## src/rtl/demux_tdm4_pkg.sv

```systemverilog
// Shared definitions for the 4-slot TDM demultiplexer.
// Contents:
//   state_t   - frame-lock state (HUNT = no lock, RUN = capturing)
//   NUM_SLOTS - channel slots per frame
//   slot_t    - slot index type (2 bits)
package demux_tdm4_pkg;

    typedef enum logic {
        HUNT = 1'b0,
        RUN  = 1'b1
    } state_t;

    localparam int NUM_SLOTS = 4;

    typedef logic [1:0] slot_t;

endpackage : demux_tdm4_pkg

```

## src/rtl/demux_tdm4_slot_cnt.sv

```systemverilog
// Bit / slot position counter for the TDM demultiplexer.
// The counter tracks the position of the NEXT bit to be sampled.
// Ports:
//   clk      - clock, rising edge
//   rst      - synchronous active-high reset
//   en       - advance by one bit position
//   restart  - the current bit is slot 0 bit 0; jump to the position after it
//   clear    - return to slot 0 bit 0
//   bit_idx  - bit position within the current slot
//   slot_idx - current slot
//   last_bit - bit_idx is the final bit of a slot
module tdm_slot_cnt
    import demux_tdm4_pkg::*;
#(
    parameter int WIDTH = 4,
    localparam int BW   = (WIDTH > 1) ? $clog2(WIDTH) : 1
) (
    input  logic          clk,
    input  logic          rst,
    input  logic          en,
    input  logic          restart,
    input  logic          clear,
    output logic [BW-1:0] bit_idx,
    output slot_t         slot_idx,
    output logic          last_bit
);

    assign last_bit = (bit_idx == BW'(WIDTH - 1));

    // Position register: clear beats restart, restart beats a plain advance.
    always_ff @(posedge clk) begin
        if (rst || clear) begin
            bit_idx  <= '0;
            slot_idx <= 2'd0;
        end else if (restart) begin
            // With one-bit slots, bit 0 of slot 0 is also its last bit.
            if (WIDTH == 1) begin
                bit_idx  <= '0;
                slot_idx <= 2'd1;
            end else begin
                bit_idx  <= BW'(1);
                slot_idx <= 2'd0;
            end
        end else if (en) begin
            if (last_bit) begin
                bit_idx  <= '0;
                slot_idx <= slot_idx + 2'd1;  // wraps 3 -> 0 at frame end
            end else begin
                bit_idx  <= bit_idx + BW'(1);
                slot_idx <= slot_idx;
            end
        end else begin
            bit_idx  <= bit_idx;
            slot_idx <= slot_idx;
        end
    end

endmodule : tdm_slot_cnt

```

## src/rtl/demux_tdm4.sv

```systemverilog
// Four-slot TDM serial demultiplexer.
// A serial stream carries frames of four WIDTH-bit slots, LSB first, with a
// sync marker on the first bit of slot 0. Bits are assembled into per-slot
// shadow words; when a frame completes, all four words are published at once.
// Ports:
//   clk, rst          - clock and synchronous active-high reset
//   in                - serial data
//   sync              - frame start marker (qualified by en)
//   en                - bit sample enable; all state holds when low
//   out0..out3        - last complete frame, slots 0..3
//   sel1, sel0        - slot index of the next bit to be sampled
//   frame_valid       - one-cycle pulse when out0..out3 update
//   sync_err          - one-cycle pulse on a framing error
module demux_tdm4
    import demux_tdm4_pkg::*;
#(
    parameter int WIDTH = 4
) (
    input  logic             clk,
    input  logic             rst,
    input  logic             in,
    input  logic             sync,
    input  logic             en,
    output logic [WIDTH-1:0] out0,
    output logic [WIDTH-1:0] out1,
    output logic [WIDTH-1:0] out2,
    output logic [WIDTH-1:0] out3,
    output logic             sel1,
    output logic             sel0,
    output logic             frame_valid,
    output logic             sync_err
);

    localparam int BW = (WIDTH > 1) ? $clog2(WIDTH) : 1;

    state_t           state;
    logic [WIDTH-1:0] shadow [NUM_SLOTS];
    logic [BW-1:0]    bit_idx;
    slot_t            slot_idx;
    logic             last_bit;
    logic             cnt_adv;
    logic             cnt_restart;
    logic             cnt_clear;
    logic             at_start;
    logic             frame_done;
    logic [WIDTH-1:0] cap_word;

    tdm_slot_cnt #(
        .WIDTH (WIDTH)
    ) u_cnt (
        .clk      (clk),
        .rst      (rst),
        .en       (cnt_adv),
        .restart  (cnt_restart),
        .clear    (cnt_clear),
        .bit_idx  (bit_idx),
        .slot_idx (slot_idx),
        .last_bit (last_bit)
    );

    // The counter is cleared throughout HUNT, so it reads slot 0 there too.
    assign sel1 = slot_idx[1];
    assign sel0 = slot_idx[0];

    assign at_start   = (bit_idx == '0) && (slot_idx == 2'd0);
    assign frame_done = cnt_adv && last_bit && (slot_idx == 2'd3);

    // Counter control and the current slot word with the incoming bit merged.
    always_comb begin
        cnt_adv     = 1'b0;
        cnt_restart = 1'b0;
        cnt_clear   = 1'b0;
        cap_word    = shadow[slot_idx];
        cap_word[bit_idx] = in;
        if (en) begin
            case (state)
                HUNT: begin
                    if (sync) begin
                        cnt_restart = 1'b1;
                    end else begin
                        cnt_clear = 1'b0;
                    end
                end
                RUN: begin
                    if (at_start && !sync) begin
                        cnt_clear = 1'b1;        // lost lock
                    end else if (!at_start && sync) begin
                        cnt_restart = 1'b1;      // early sync: realign
                    end else begin
                        cnt_adv = 1'b1;
                    end
                end
                default: begin
                    cnt_clear = 1'b1;
                end
            endcase
        end else begin
            cnt_adv = 1'b0;
        end
    end

    // Frame-lock FSM, shadow capture and registered outputs.
    always_ff @(posedge clk) begin
        if (rst) begin
            state       <= HUNT;
            out0        <= '0;
            out1        <= '0;
            out2        <= '0;
            out3        <= '0;
            frame_valid <= 1'b0;
            sync_err    <= 1'b0;
            for (int i = 0; i < NUM_SLOTS; i++) begin
                shadow[i] <= '0;
            end
        end else begin
            frame_valid <= 1'b0;
            sync_err    <= 1'b0;
            if (en) begin
                case (state)
                    HUNT: begin
                        if (sync) begin
                            for (int i = 0; i < NUM_SLOTS; i++) begin
                                shadow[i] <= '0;
                            end
                            shadow[0] <= WIDTH'(in);
                            state     <= RUN;
                        end else begin
                            state <= HUNT;
                        end
                    end
                    RUN: begin
                        if (at_start && !sync) begin
                            sync_err <= 1'b1;
                            state    <= HUNT;
                        end else if (!at_start && sync) begin
                            // Partial frame dropped; this bit opens a new one.
                            sync_err <= 1'b1;
                            for (int i = 0; i < NUM_SLOTS; i++) begin
                                shadow[i] <= '0;
                            end
                            shadow[0] <= WIDTH'(in);
                        end else begin
                            shadow[slot_idx] <= cap_word;
                            if (frame_done) begin
                                // Slot 3 is not yet in its shadow; use the merged word.
                                out0        <= shadow[0];
                                out1        <= shadow[1];
                                out2        <= shadow[2];
                                out3        <= cap_word;
                                frame_valid <= 1'b1;
                            end else begin
                                frame_valid <= 1'b0;
                            end
                        end
                    end
                    default: begin
                        state <= HUNT;
                    end
                endcase
            end else begin
                state <= state;
            end
        end
    end

endmodule : demux_tdm4

```

## config.mk

```make
export PLATFORM = sky130hd
export DESIGN_NAME = demux_tdm4
export DESIGN_NICKNAME = d
export VERILOG_FILES = /design/src/rtl/demux_tdm4_pkg.sv /design/src/rtl/demux_tdm4_slot_cnt.sv /design/src/rtl/demux_tdm4.sv
export SDC_FILE = /design/constraint.sdc
export NUM_CORES = 1
export LEC_CHECK = 0
export CORE_ASPECT_RATIO = 0.8
export CORE_MARGIN = 2
export CORE_UTILIZATION = 46
export DETAILED_ROUTE_END_ITERATION = 10
export GPL_TIMING_DRIVEN = 0
export PLACE_DENSITY = 0.71
export SYNTH_ARGS = -nofsm -noshare
export SYNTH_HDL_FRONTEND = slang
export SYNTH_SLANG_ARGS = --single-unit
```

## constraint.sdc

```tcl
create_clock -name clk -period 2.1 [get_ports clk]
set_input_delay 0.42 -clock clk [delete_from_list [all_inputs] [get_ports clk]]
set_output_delay 0.42 -clock clk [all_outputs]
set_load 0.05 [all_outputs]
```

; Yosys cells after proc, flatten, opt, wreduce, memory -nomap -nowiden
; Memories as Yosys holds them, arrays and structs flattened. A register that Yosys moved wholly into a read port is not among the register bits.
; Cells that the tools add are included.
[word_totals]
ff_bits = 11
latchBits = 0
ramBits = 16
romBits = 0
mem_count = 1
[classes]
add_sub_neg = 2
mul = 0
div = 0
n_lt_le_gt_ge = 2
n_eq_ne = 2
shifts = 0
mux = 49
bitwise_logic = 14
n_reduce_logical = 18
[memory_table]
columns = name, words, word_bits, rd, rd_ports_with_merged_regs, write_ports, line
row1 = shadow, 4, 4, 4, 4, 4, demux_tdm4.sv:37  ; logic [WIDTH-1:0] shadow [NUM_SLOTS];
[ops]
columns = cell, n
row1 = $mux W4, 11
row2 = $mux W1, 29
row3 = $or A1 B1 Y1, 10
row4 = $mux W2, 4
row5 = $logic_and A1 B1 Y1, 6
row6 = $pmux W1 S2, 3
row7 = $reduce_and A5 Y1, 1
row8 = $reduce_or A5 Y1, 1
row9 = $add A2 B1 Y2 const B, 2
row10 = $bwmux W4, 1
row11 = $eq A2 B2 Y1 const B, 2
row12 = $logic_not A2 Y1, 2
row13 = $not A1 Y1, 4
row14 = $reduce_or A4 Y1, 1
row15 = $lt A2 B3 Y1 const B, 1
row16 = $reduce_or A3 Y1, 1
row17 = $demux W1 S2, 1
row18 = $ge A2 B1 Y1 const B, 1
row19 = $logic_not A1 Y1, 2
row20 = $reduce_and A2 Y1, 1
row21 = $reduce_bool A2 Y1, 1
row22 = $reduce_or A2 Y1, 1
row23 = $logic_or A1 B1 Y1, 1

; Longest topological paths before layout
; Gate-level depths: netlist of the first run.
[depth]
depth_word = 13
depth_mapped = 12

; Cells and area by module
; A second synthesis of the first run with hierarchy kept.
[hier_totals]
cells_unflattened = 176
area_unflattened_um2 = 1856.8
[modules_own_cells]
columns = mod, instances, cells_each, area_per_inst_um2, seq_area_each_um2
row1 = demux_tdm4, 1, 158, 1657.8, 830.8
row2 = tdm_slot_cnt, 1, 18, 198.9, 80.1

; Worst setup path before layout of the first run
; OpenSTA, ideal clock, no wires.
[synth_timing]
path_type = register to register
start = register u_cnt.slot_idx[0]
end = memory shadow[2][0], enable pin
arrival_ps = 2295
path_slack_ps = -506
path_stages_with_launch = 9
n_path_buf = 0
period_less_slack_ps = 2606
cell_sequence = dfxtp_1 > inv_1 > ha_1 > nand2_1 > inv_1 > ha_1 > nor3b_1 > nand3_1 > nand2_1
[synth_rtl]
columns = element, line
row1 = from (decl), demux_tdm4_slot_cnt.sv:24  ; output slot_t slot_idx,
row2 = from (signal assigned), demux_tdm4_slot_cnt.sv:47  ; slot_idx <= slot_idx + 2'd1;
row3 = from (signal assigned), demux_tdm4_slot_cnt.sv:50  ; slot_idx <= slot_idx;
row4 = from (signal assigned), demux_tdm4_slot_cnt.sv:54  ; slot_idx <= slot_idx;
row5 = to (decl), demux_tdm4.sv:37

; Worst setup path after layout of the first run
[layout_timing]
start = register u_cnt.slot_idx[1]
end = output sel1
[layout_rtl]
columns = element, line
row1 = to (decl), demux_tdm4.sv:28  ; output logic sel1,
; No word-level cell between the ends.

==> run_results.csv, run 1 <==
group,metric,value,unit
placement,portBuffers,23,
yosys,yosysUniqueCellTypes,34,
global_routing,grt-ovfl-total,0,
global_routing,first_global_vias,1304,
route,postRouteAntennaNets,0,
clocking,cts.sinks,41,
yosys,netlist_area,0.00194,sq mm
cells_and_area,fin_area,0.00257,sq mm
route,post_drt_wl_per_cell,14.4,um
placement,dp_hpwl,2860,um
worst_hold_path,hold_path.startpoint,"out0[2]$_SDFFE_PP0P_",
clocking,clock_latency,300,ps
sta,rsz0062_at_grt,"false",
yosys,async_flop_share,0,%
worst_hold_path,hold_class,"flop to flop",
worst_hold_path,worstHoldEndpoint,"out0[2]$_SDFFE_PP0P_",
clocking,cts.path.max_buffers,2,
sta,hold_violations,0,
sta,finalCritPeriodShare,97.3,%
sta,maxSlewHeadroom,59.0,%
flow_run,cap_violations,0,
route,totalWireLength,4180,um
yosys,ys_ff_latch,41,
route,first_pass_iters,4,
die,ios,25,
pwr,p_leak,0.898,nW
clocking,cts_tree,"done",
global_routing,grt_max_degree,13,
worst_setup_path,cp-start-kind,"flop",
route,num_vias,1515,
sta,tns,0,ps
cells_and_area,fin_cells,291,
pwr,vdd_ir_drop_max,0.318,mV
die,core_area,0.00413,sq mm
sta,slew_viol_final,0,
clocking,htreeDepth,2,
route,drt_iter0_markers,130,
sta,setup_viol,0,
global_routing,antenna_found_initial,0,
yosys,yosysTopAreaCell,"dfxtp_1",
clocking,root_buffer,"clkbuf_8",
worst_setup_path,cp.arrival,1620,ps
die,die_h,62.1,um
clocking,cts_made_buffers,5,
yosys,syn-num-nets,205,
cells_and_area,drive_gt1_share,28.6,%
route,viasPerCell,5.21,
sta,tightest_slew,615,ps
worst_setup_path,reg2reg_to,"out3[0]$_SDFFE_PP0P_",
yosys,postSynthCellCount,191,
die,die_area,0.00476,sq mm
yosys,yosys-top-cells-count,"nand2_1 (31), dfxtp_1 (28), nor2_1 (20)",
clocking,holdBufCountCts,0,
die,row_count,21,
cells_and_area,fill_cells,349,
worst_setup_path,worstPathRequired,1680,ps
clocking,clk_pin_slew,80,ps
die,start_util,47.0,%
sta,fin_skew,8.46,ps
worst_setup_path,path_class,"flop to output port",
die,die_w,76.6,um
worst_setup_path,reg2reg_slack,90,ps
worst_setup_path,crit_fanout,7,
yosys,post-synth-top-area-fraction,28.9,%
yosys,synth_edf_count,13,
route,drc,0,
global_routing,grt_pass1_wl,6580,um
sta,holdWs,455,ps
cells_and_area,diodes,0,
outcome,run_status,"finished clean",
placement,place_area,0.00227,sq mm
placement,dp_cells,271,
sta,min_period,2040,ps
cells_and_area,fin_util,62.3,%
worst_setup_path,end_kind,"output port",
worst_setup_path,reg2reg_from,"u_cnt.slot_idx[1]$_SDFFE_PP0P_",
worst_hold_path,holdPathStages,2,
yosys,ys_seq_area_share,49.0,%
sta,fmax,0.489,GHz
yosys,yosysMostFrequentCell,"nand2_1",
yosys,synth_top_flop_cell,"dfxtp_1",
yosys,synthTopCellsByArea,"dfxtp_1 (29%), edfxtp_1 (20%), nand2_1 (6.0%)",
pwr,cellPowerDensity,607,mW/mm^2
global_routing,gr-usage-all-layers,18.5,%
cells_and_area,final_nets,247,
yosys,syn_area_per_cell,10.2,sq um
yosys,ys_warn_count,0,
cells_and_area,syn2layout_area_growth,32.4,%
worst_setup_path,reg2reg_depth,11,
placement,gp_congestion,0.866,
## timing repair
action,4_1_cts,5_1_grt
setup buffers,4,6
gates resized for setup,14,14
pin swaps,0,3
setup endpoints to repair,27,25
cloned,0,2
## sequential cells by signal, indices dropped and copies added (netlist names), 2 cells and up, named ones only
name / flops
shadow: 16
out0: 4
out1: 4
out2: 4
out3: 4
u_cnt.bit_idx: 2
u_cnt.slot_idx: 2
## final cells by class
cell class	instances	area, sq um	share of cell area, %
sequential	41	966	37.6
timing repair buffer	35	334	13.0
multi-input combinational	132	975	37.9
clock buffer	7	96.3	3.75
tap	57	71.3	2.78
inverter	8	35.0	1.36
clock inverter	1	5.00	0.195
buffer	10	86.3	3.36
## stage by stage
step                      power (mW)  setup WS (ps)
after floorplan                0.941           2.94
after global placement         0.978           -334
after detailed placement       0.980           -359
after CTS                       1.55           14.7
after global routing            1.62           8.98
final                           1.56           56.2
## where the power goes
group / internal (mW) / total, mW / switching [mW]
clock: 0.297 / 0.571 / 0.274
combinational: 0.0643 / 0.147 / 0.0826
sequential: 0.831 / 0.842 / 0.0105
## cell usage in the layout (no fill, tap or decap), types with 2 or more instances in the layout
| master | instances |
|---|---|
| a211oi_2 | 2 |
| a21oi_1 | 7 |
| a21oi_2 | 8 |
| a31oi_1 | 2 |
| and3_4 | 2 |
| buf_4 | 10 |
| buf_6 | 5 |
| clkbuf_1 | 4 |
| clkbuf_8 | 7 |
| clkdlybuf4s50_1 | 22 |
| dfxtp_1 | 24 |
| dfxtp_4 | 4 |
| edfxtp_1 | 13 |
| ha_1 | 6 |
| ha_4 | 3 |
| inv_1 | 3 |
| inv_2 | 3 |
| inv_4 | 2 |
| mux2_2 | 3 |
| mux2i_1 | 6 |
| nand2_1 | 28 |
| nand2_2 | 3 |
| nand2b_1 | 5 |
| nand3_1 | 3 |
| nand3_2 | 2 |
| nand3b_1 | 4 |
| nor2_1 | 20 |
| nor3_1 | 8 |
| o2bb2ai_1 | 4 |
| o311ai_2 | 3 |
## kinds of logic after synthesis
group           after synthesis  share of synthesized area (%)
mux                          10                           6.00
xor+xnor                      1                          0.451
simple gates                 81                           19.3
flops                        41                           49.0
buf+inv                      18                           5.67
fa+ha+maj                     9                           5.80
compound gates               31                           13.8
## metal layers
layer | GRT usage (%) | wire, um
met5 | 0 | 0
met4 | 7.01 | 55
met3 | 4.34 | 259
met2 | 28.6 | 1810
met1 | 25.9 | 2060
## worst max-delay path by stage
stage / endpoint / cells after the start / slack, ps / from
floorplan: out0[0]$_SDFFE_PP0P_ / 12 / 3 / u_cnt.slot_idx[1]$_SDFFE_PP0P_
global placement: shadow[1][1]$_SDFFCE_PN0P_ / 6 / -330 / sync
detailed placement: shadow[1][1]$_SDFFCE_PN0P_ / 6 / -360 / sync
CTS: out1[3]$_SDFFE_PP0P_ / 12 / 10 / u_cnt.bit_idx[1]$_SDFFE_PP0N_
global route: out3[0]$_SDFFE_PP0P_ / 11 / 9 / u_cnt.slot_idx[1]$_SDFFE_PP0P_
finish: sel1 / 2 / 60 / u_cnt.slot_idx[1]$_SDFFE_PP0P_
## worst max-delay path, cell delays in order, from the launching register on
cell             delay, ps
dfxtp_4                360
buf_4                  150
clkdlybuf4s50_1        810
Note: power is estimated with default switching activity, not from simulation.
==> inputs of run 2 (changes only) <==
--- a/config.mk
+++ b/config.mk
@@ -10,7 +10,8 @@
 export CORE_UTILIZATION = 46
 export DETAILED_ROUTE_END_ITERATION = 10
 export GPL_TIMING_DRIVEN = 0
-export PLACE_DENSITY = 0.71
+export PLACE_DENSITY = 0.77
 export SYNTH_ARGS = -nofsm -noshare
 export SYNTH_HDL_FRONTEND = slang
 export SYNTH_SLANG_ARGS = --single-unit
+export TNS_END_PERCENT = 5
==> run_results.csv, run 2 (synthesized netlist as in run 1, its figures left out) <==
group,metric,value,unit
route,totalWireLength,4070,um
cells_and_area,largest_register,"shadow",
die,die_w,76.6,um
worst_setup_path,end_kind,"output port",
worst_setup_path,worstPathRequired,1680,ps
cells_and_area,drive_gt1_share,24.2,%
route,first_pass_iters,4,
route,drt_iter0_markers,101,
clocking,clock_latency,300,ps
die,die_area,0.00476,sq mm
die,ios,25,
sta,maxSlewHeadroom,58.3,%
global_routing,antenna_found_initial,0,
cells_and_area,fin_area,0.00247,sq mm
clocking,holdBufCountCts,0,
worst_setup_path,path_class,"flop to output port",
sta,finalCritPeriodShare,96.9,%
worst_setup_path,crit_fanout,7,
worst_setup_path,critPathTopFamily,"buffers and inverters",
placement,portBuffers,23,
global_routing,grt-ovfl-total,0,
cells_and_area,layout_commonest_cell,"nand2_1",
clocking,cts.sinks,41,
global_routing,grt_max_degree,15,
pwr,vdd_ir_drop_max,0.396,mV
pwr,cellPowerDensity,653,mW/mm^2
clocking,cts_made_buffers,5,
placement,dp_hpwl,2930,um
cells_and_area,syn2layout_area_growth,27.4,%
route,drc,0,
pwr,p_leak,0.857,nW
placement,place_area,0.00227,sq mm
worst_setup_path,cp.arrival,1620,ps
sta,slew_viol_final,0,
sta,fin_skew,7.82,ps
pwr,power,1.61,mW
sta,setup_viol,0,
flow_run,cap_violations,0,
worst_setup_path,cp.buffers_inverters,2,
worst_hold_path,hold_class,"flop to flop",
cells_and_area,diodes,0,
clocking,htreeDepth,2,
global_routing,grt_pass1_wl,6510,um
route,num_vias,1469,
cells_and_area,fin_util,59.9,%
clocking,cts_tree,"done",
cells_and_area,final_nets,240,
sta,rsz0062_at_grt,"true",
worst_setup_path,max_stage_delay,810,ps
sta,hold_violations,0,
route,viasPerCell,5.17,
worst_setup_path,cp-start-kind,"flop",
sta,tightest_slew,626,ps
cells_and_area,largest_reg_flops,16,
global_routing,first_global_vias,1332,
placement,dp_cells,271,
worst_setup_path,slowest_stage,"clkdlybuf4s50_1",
cells_and_area,layout_common_cells,"nand2_1 (29), dfxtp_1 (24), clkdlybuf4s50_1 (22)",
cells_and_area,fin_cells,284,
clocking,clk_pin_slew,80,ps
sta,fmax,0.491,GHz
clocking,root_buffer,"clkbuf_8",
route,postRouteAntennaNets,0,
worst_setup_path,crit_chain,"buf_4, clkdlybuf4s50_1",
placement,gp_congestion,0.860,
clocking,cts.path.max_buffers,2,
die,row_count,21,
die,start_util,47.0,%
die,die_h,62.1,um
route,post_drt_wl_per_cell,14.3,um
outcome,run_status,"finished clean",
global_routing,gr-usage-all-layers,18.0,%
sta,min_period,2040,ps
die,core_area,0.00413,sq mm
-- run 2: cell types whose count changed in the layout (fill, tap and decap cells not counted), moves of 2 or more --
cell,delta
and3_1,+2
and3_4,-2
buf_4,-5
clkbuf_8,-2
dfxtp_2,+2
dfxtp_4,-2
inv_1,+2
-- run 2: report_power, final --
part	leakage (nW)	switching [mW]	internal, mW
Combinational	0.436	0.0782	0.0525
Sequential	0.367	0.0109	0.833
Clock	0.0543	0.284	0.356
Total	0.857	0.373	1.24
-- run 2: routing by layer --
layer / vias up / global-route usage (%) / part of all wire [%] / wire length (um)
met5: - / 0 / 0 / 0
met4: 0 / 5.45 / 1.1 / 45
met3: 6 / 5.49 / 6.1 / 249
met2: 45 / 29.5 / 45 / 1830
met1: 687 / 23.6 / 48 / 1940
li1: 731 / - / - / -
-- run 2: worst paths after layout --
path	startpoint	end	slack [ps]	depth (start not counted)
worst max-delay path	u_cnt.slot_idx[1]$_SDFFE_PP0P_	sel1	60	2
worst max register to register	u_cnt.bit_idx[0]$_SDFFE_PP0P_	out1[0]$_SDFFE_PP0P_	70	12
worst min register to register	out0[1]$_SDFFE_PP0P_	out0[1]$_SDFFE_PP0P_	460	2
worst min-delay path	out0[1]$_SDFFE_PP0P_	out0[1]$_SDFFE_PP0P_	460	2
-- run 2: what timing repair did --
action	CTS	global route
gates resized for setup	9	8
setup buffers	4	1
endpoints found under the setup margin	28	23
hold endpoints to repair	0	0
-- run 2: worst reg2reg max path: cells and delay by family, from the launching register on --
kind | cells | cell delay [ps]
compound gates | 1 | 60
fa+ha+maj | 2 | 400
buf+inv | 5 | 600
flops | 1 | 330
simple gates | 4 | 510
-- run 2: per-stage QoR --
| stage | setup TNS [ps] | setup slack [ps] | hold WS (ps) |
|---|---|---|---|
| after floorplan | 0 | 2.94 | 443 |
| final | 0 | 64.9 | 457 |
| after CTS | 0 | 4.84 | 462 |
| after global placement | -9640 | -357 | 447 |
| after detailed placement | -11110 | -391 | 451 |
| after global routing | -18.5 | -10.8 | 480 |
-- run 2: final cells by class --
cell class              instances  area [sq um]
well taps                      57          71.3
plain buffers                  10          86.3
flip-flops and latches         41           961
clock inverters                 3          46.3
inverters                       8          32.5
fillers                       375          1650
multi-input cells             132           940
clock buffers                   5          68.8
repair buffers                 28           267
==> edit, RTL diff (flow settings as in run 2) <==
Register the inputs `in`, `sync` and `en` before use. The logic sees them one clock later.
--- a/src/rtl/demux_tdm4.sv
+++ b/src/rtl/demux_tdm4.sv
@@ -32,6 +32,16 @@
 );
 
     localparam int BW = (WIDTH > 1) ? $clog2(WIDTH) : 1;
+
+    logic in_q;
+    logic sync_q;
+    logic en_q;
+
+    always_ff @(posedge clk) begin
+        in_q   <= in;
+        sync_q <= sync;
+        en_q   <= en;
+    end
 
     state_t           state;
     logic [WIDTH-1:0] shadow [NUM_SLOTS];
@@ -71,20 +81,20 @@
         cnt_restart = 1'b0;
         cnt_clear   = 1'b0;
         cap_word    = shadow[slot_idx];
-        cap_word[bit_idx] = in;
-        if (en) begin
+        cap_word[bit_idx] = in_q;
+        if (en_q) begin
             case (state)
                 HUNT: begin
-                    if (sync) begin
+                    if (sync_q) begin
                         cnt_restart = 1'b1;
                     end else begin
                         cnt_clear = 1'b0;
                     end
                 end
                 RUN: begin
-                    if (at_start && !sync) begin
+                    if (at_start && !sync_q) begin
                         cnt_clear = 1'b1;        // lost lock
-                    end else if (!at_start && sync) begin
+                    end else if (!at_start && sync_q) begin
                         cnt_restart = 1'b1;      // early sync: realign
                     end else begin
                         cnt_adv = 1'b1;
@@ -115,30 +125,30 @@
         end else begin
             frame_valid <= 1'b0;
             sync_err    <= 1'b0;
-            if (en) begin
+            if (en_q) begin
                 case (state)
                     HUNT: begin
-                        if (sync) begin
+                        if (sync_q) begin
                             for (int i = 0; i < NUM_SLOTS; i++) begin
                                 shadow[i] <= '0;
                             end
-                            shadow[0] <= WIDTH'(in);
+                            shadow[0] <= WIDTH'(in_q);
                             state     <= RUN;
                         end else begin
                             state <= HUNT;
                         end
                     end
                     RUN: begin
-                        if (at_start && !sync) begin
+                        if (at_start && !sync_q) begin
                             sync_err <= 1'b1;
                             state    <= HUNT;
-                        end else if (!at_start && sync) begin
+                        end else if (!at_start && sync_q) begin
                             // Partial frame dropped; this bit opens a new one.
                             sync_err <= 1'b1;
                             for (int i = 0; i < NUM_SLOTS; i++) begin
                                 shadow[i] <= '0;
                             end
-                            shadow[0] <= WIDTH'(in);
+                            shadow[0] <= WIDTH'(in_q);
                         end else begin
                             shadow[slot_idx] <= cap_word;
                             if (frame_done) begin
Formal check against the unedited RTL: not equivalent (a bounded check fails within 4 cycles, from zero or initial values and one cycle with rst high).
==> edit against run 2 <==
Count of clock-buffer cells in the layout up 1; wire length up 7.4%; critical path depth unchanged; synthesized area up 3.1%; sequential cell count up 3; global-route usage up 1.6 points; utilization up 1.1 points; setup slack better by 0.020 ns; largest cell class unchanged; final area up 3.2%; total power down 3.4%; sequential share of layout area up 1.2 points; via count up 2.8%; die area up 2.9%.
==> edit: results (changes against run 2) <==
[layout]
clock_area_share_pct = 3.286  ; -1.4 points
nNonClkBuffers = 39  ; +2.6%
num-fill-cells = 360  ; -4.0%
fin_cells = 288  ; +1.4%
multi_input_area_share_pct = 37.52  ; -0.49 points
seq_area_share_pct = 40.02  ; +1.2 points
largest_reg_flops = 16  ; unchanged
nonClkBufAreaFrac_pct = 15.20  ; +0.93 points
clkbuf_count = 6  ; +1
num-nets-final = 244  ; +1.7%

[place]
place_inst = 274  ; +1.1%
pre_cts_slack_ns = -0.2087  ; +0.1821 ns
gp_congestion = 0.8455  ; -1.7%

[clocking]
htree_levels = 2  ; unchanged
clock_sinks = 44  ; +7.3%

[setup_path]
crit_fanout = 6  ; -1
ff2ff_path_depth = 8  ; -4
r2r_slack_ns = 0.10  ; +0.03 ns

[global_routing]
grt_pass1_wl_mm = 7.376  ; +13%
use_met1_pct = 27.53  ; +4.0 points
grt_max_degree = 14  ; -1

[synth]
synth_common_cells = 31 x dfxtp_1, 31 x nand2_1, 20 x nor2_1
synthTopCellsByArea = dfxtp_1 31%, edfxtp_1 20%, nand2_1 5.8%, ha_1 5.6%, nor2_1 3.8%
synth_cells = 194  ; +1.6%
ys_seq_area_share_pct = 50.53  ; +1.5 points
synthesis.nets = 208  ; +1.5%

[pwr]
ir_drop_uv = 365.3  ; -7.7%
p_leak_nw = 0.8725  ; +1.8%

[timing]
finalClockSkew_ns = 0.007560  ; -0.0002567 ns
tightest_slew_ns = 0.5763  ; -0.04979 ns

[drt]
wire_per_inst_um = 15.18  ; +6.0%
drt_iter0_drc = 202  ; +100%

[run_status]
status = complete, no violations

## edit: changes by cell type in the layout (fill, tap and decap cells not counted), moves of 2 or more
cell            run 2  this run
and3_1              3         1
and3_4              0         2
dfxtp_1            24        27
inv_2               2         4
## edit: final timing paths
kind                                                     start                         end
worst max-delay path            u_cnt.slot_idx[0]$_SDFFE_PP0P_                        sel0
worst max register to register   u_cnt.bit_idx[1]$_SDFFE_PP0N_  shadow[2][3]$_SDFFCE_PN0P_
worst min-delay path                      out0[1]$_SDFFE_PP0P_        out0[1]$_SDFFE_PP0P_
worst min register to register            out0[1]$_SDFFE_PP0P_        out0[1]$_SDFFE_PP0P_
## edit: power breakdown
group	switching [W]	internal (W)	total (W)
registers	0.0000169	0.000893	0.000910
logic	0.0000772	0.0000578	0.000135
clock network	0.000283	0.000231	0.000514
## edit: per-stage QoR
step / hold slack, ns / util [%] / cell area, µm²
3_3_place_gp: 0.4469 / 55.71 / 2327
2_1_floorplan: 0.4427 / - / 2026
6_report: 0.4580 / 61.07 / 2551
5_1_grt: 0.4808 / 61.07 / 2551
4_1_cts: 0.4613 / 59.21 / 2474
3_5_place_dp: 0.4505 / 55.71 / 2327
## edit: kinds of logic after synthesis
group / count (synthesis) / synth area share [%]
AOI/OAI and AO/OA: 31 / 13.38
xor gates and xnor gates: 1 / 0.4379
adders and majority gates: 9 / 5.629
buffers and inverters: 18 / 5.503
DFF: 44 / 50.53
muxes: 10 / 5.816
and+or+nand+nor: 81 / 18.70
## edit: critical path, cell delays in order, from the launching register on
cell and delay (ns):
dfxtp_4 0.36, buf_4 0.14, clkdlybuf4s50_1 0.80
## edit: layer usage
layer	up-vias	wire length, µm
li1	744	-
met1	706	2076
met2	53	1979
met5	-	0
met3	7	258
met4	0	57
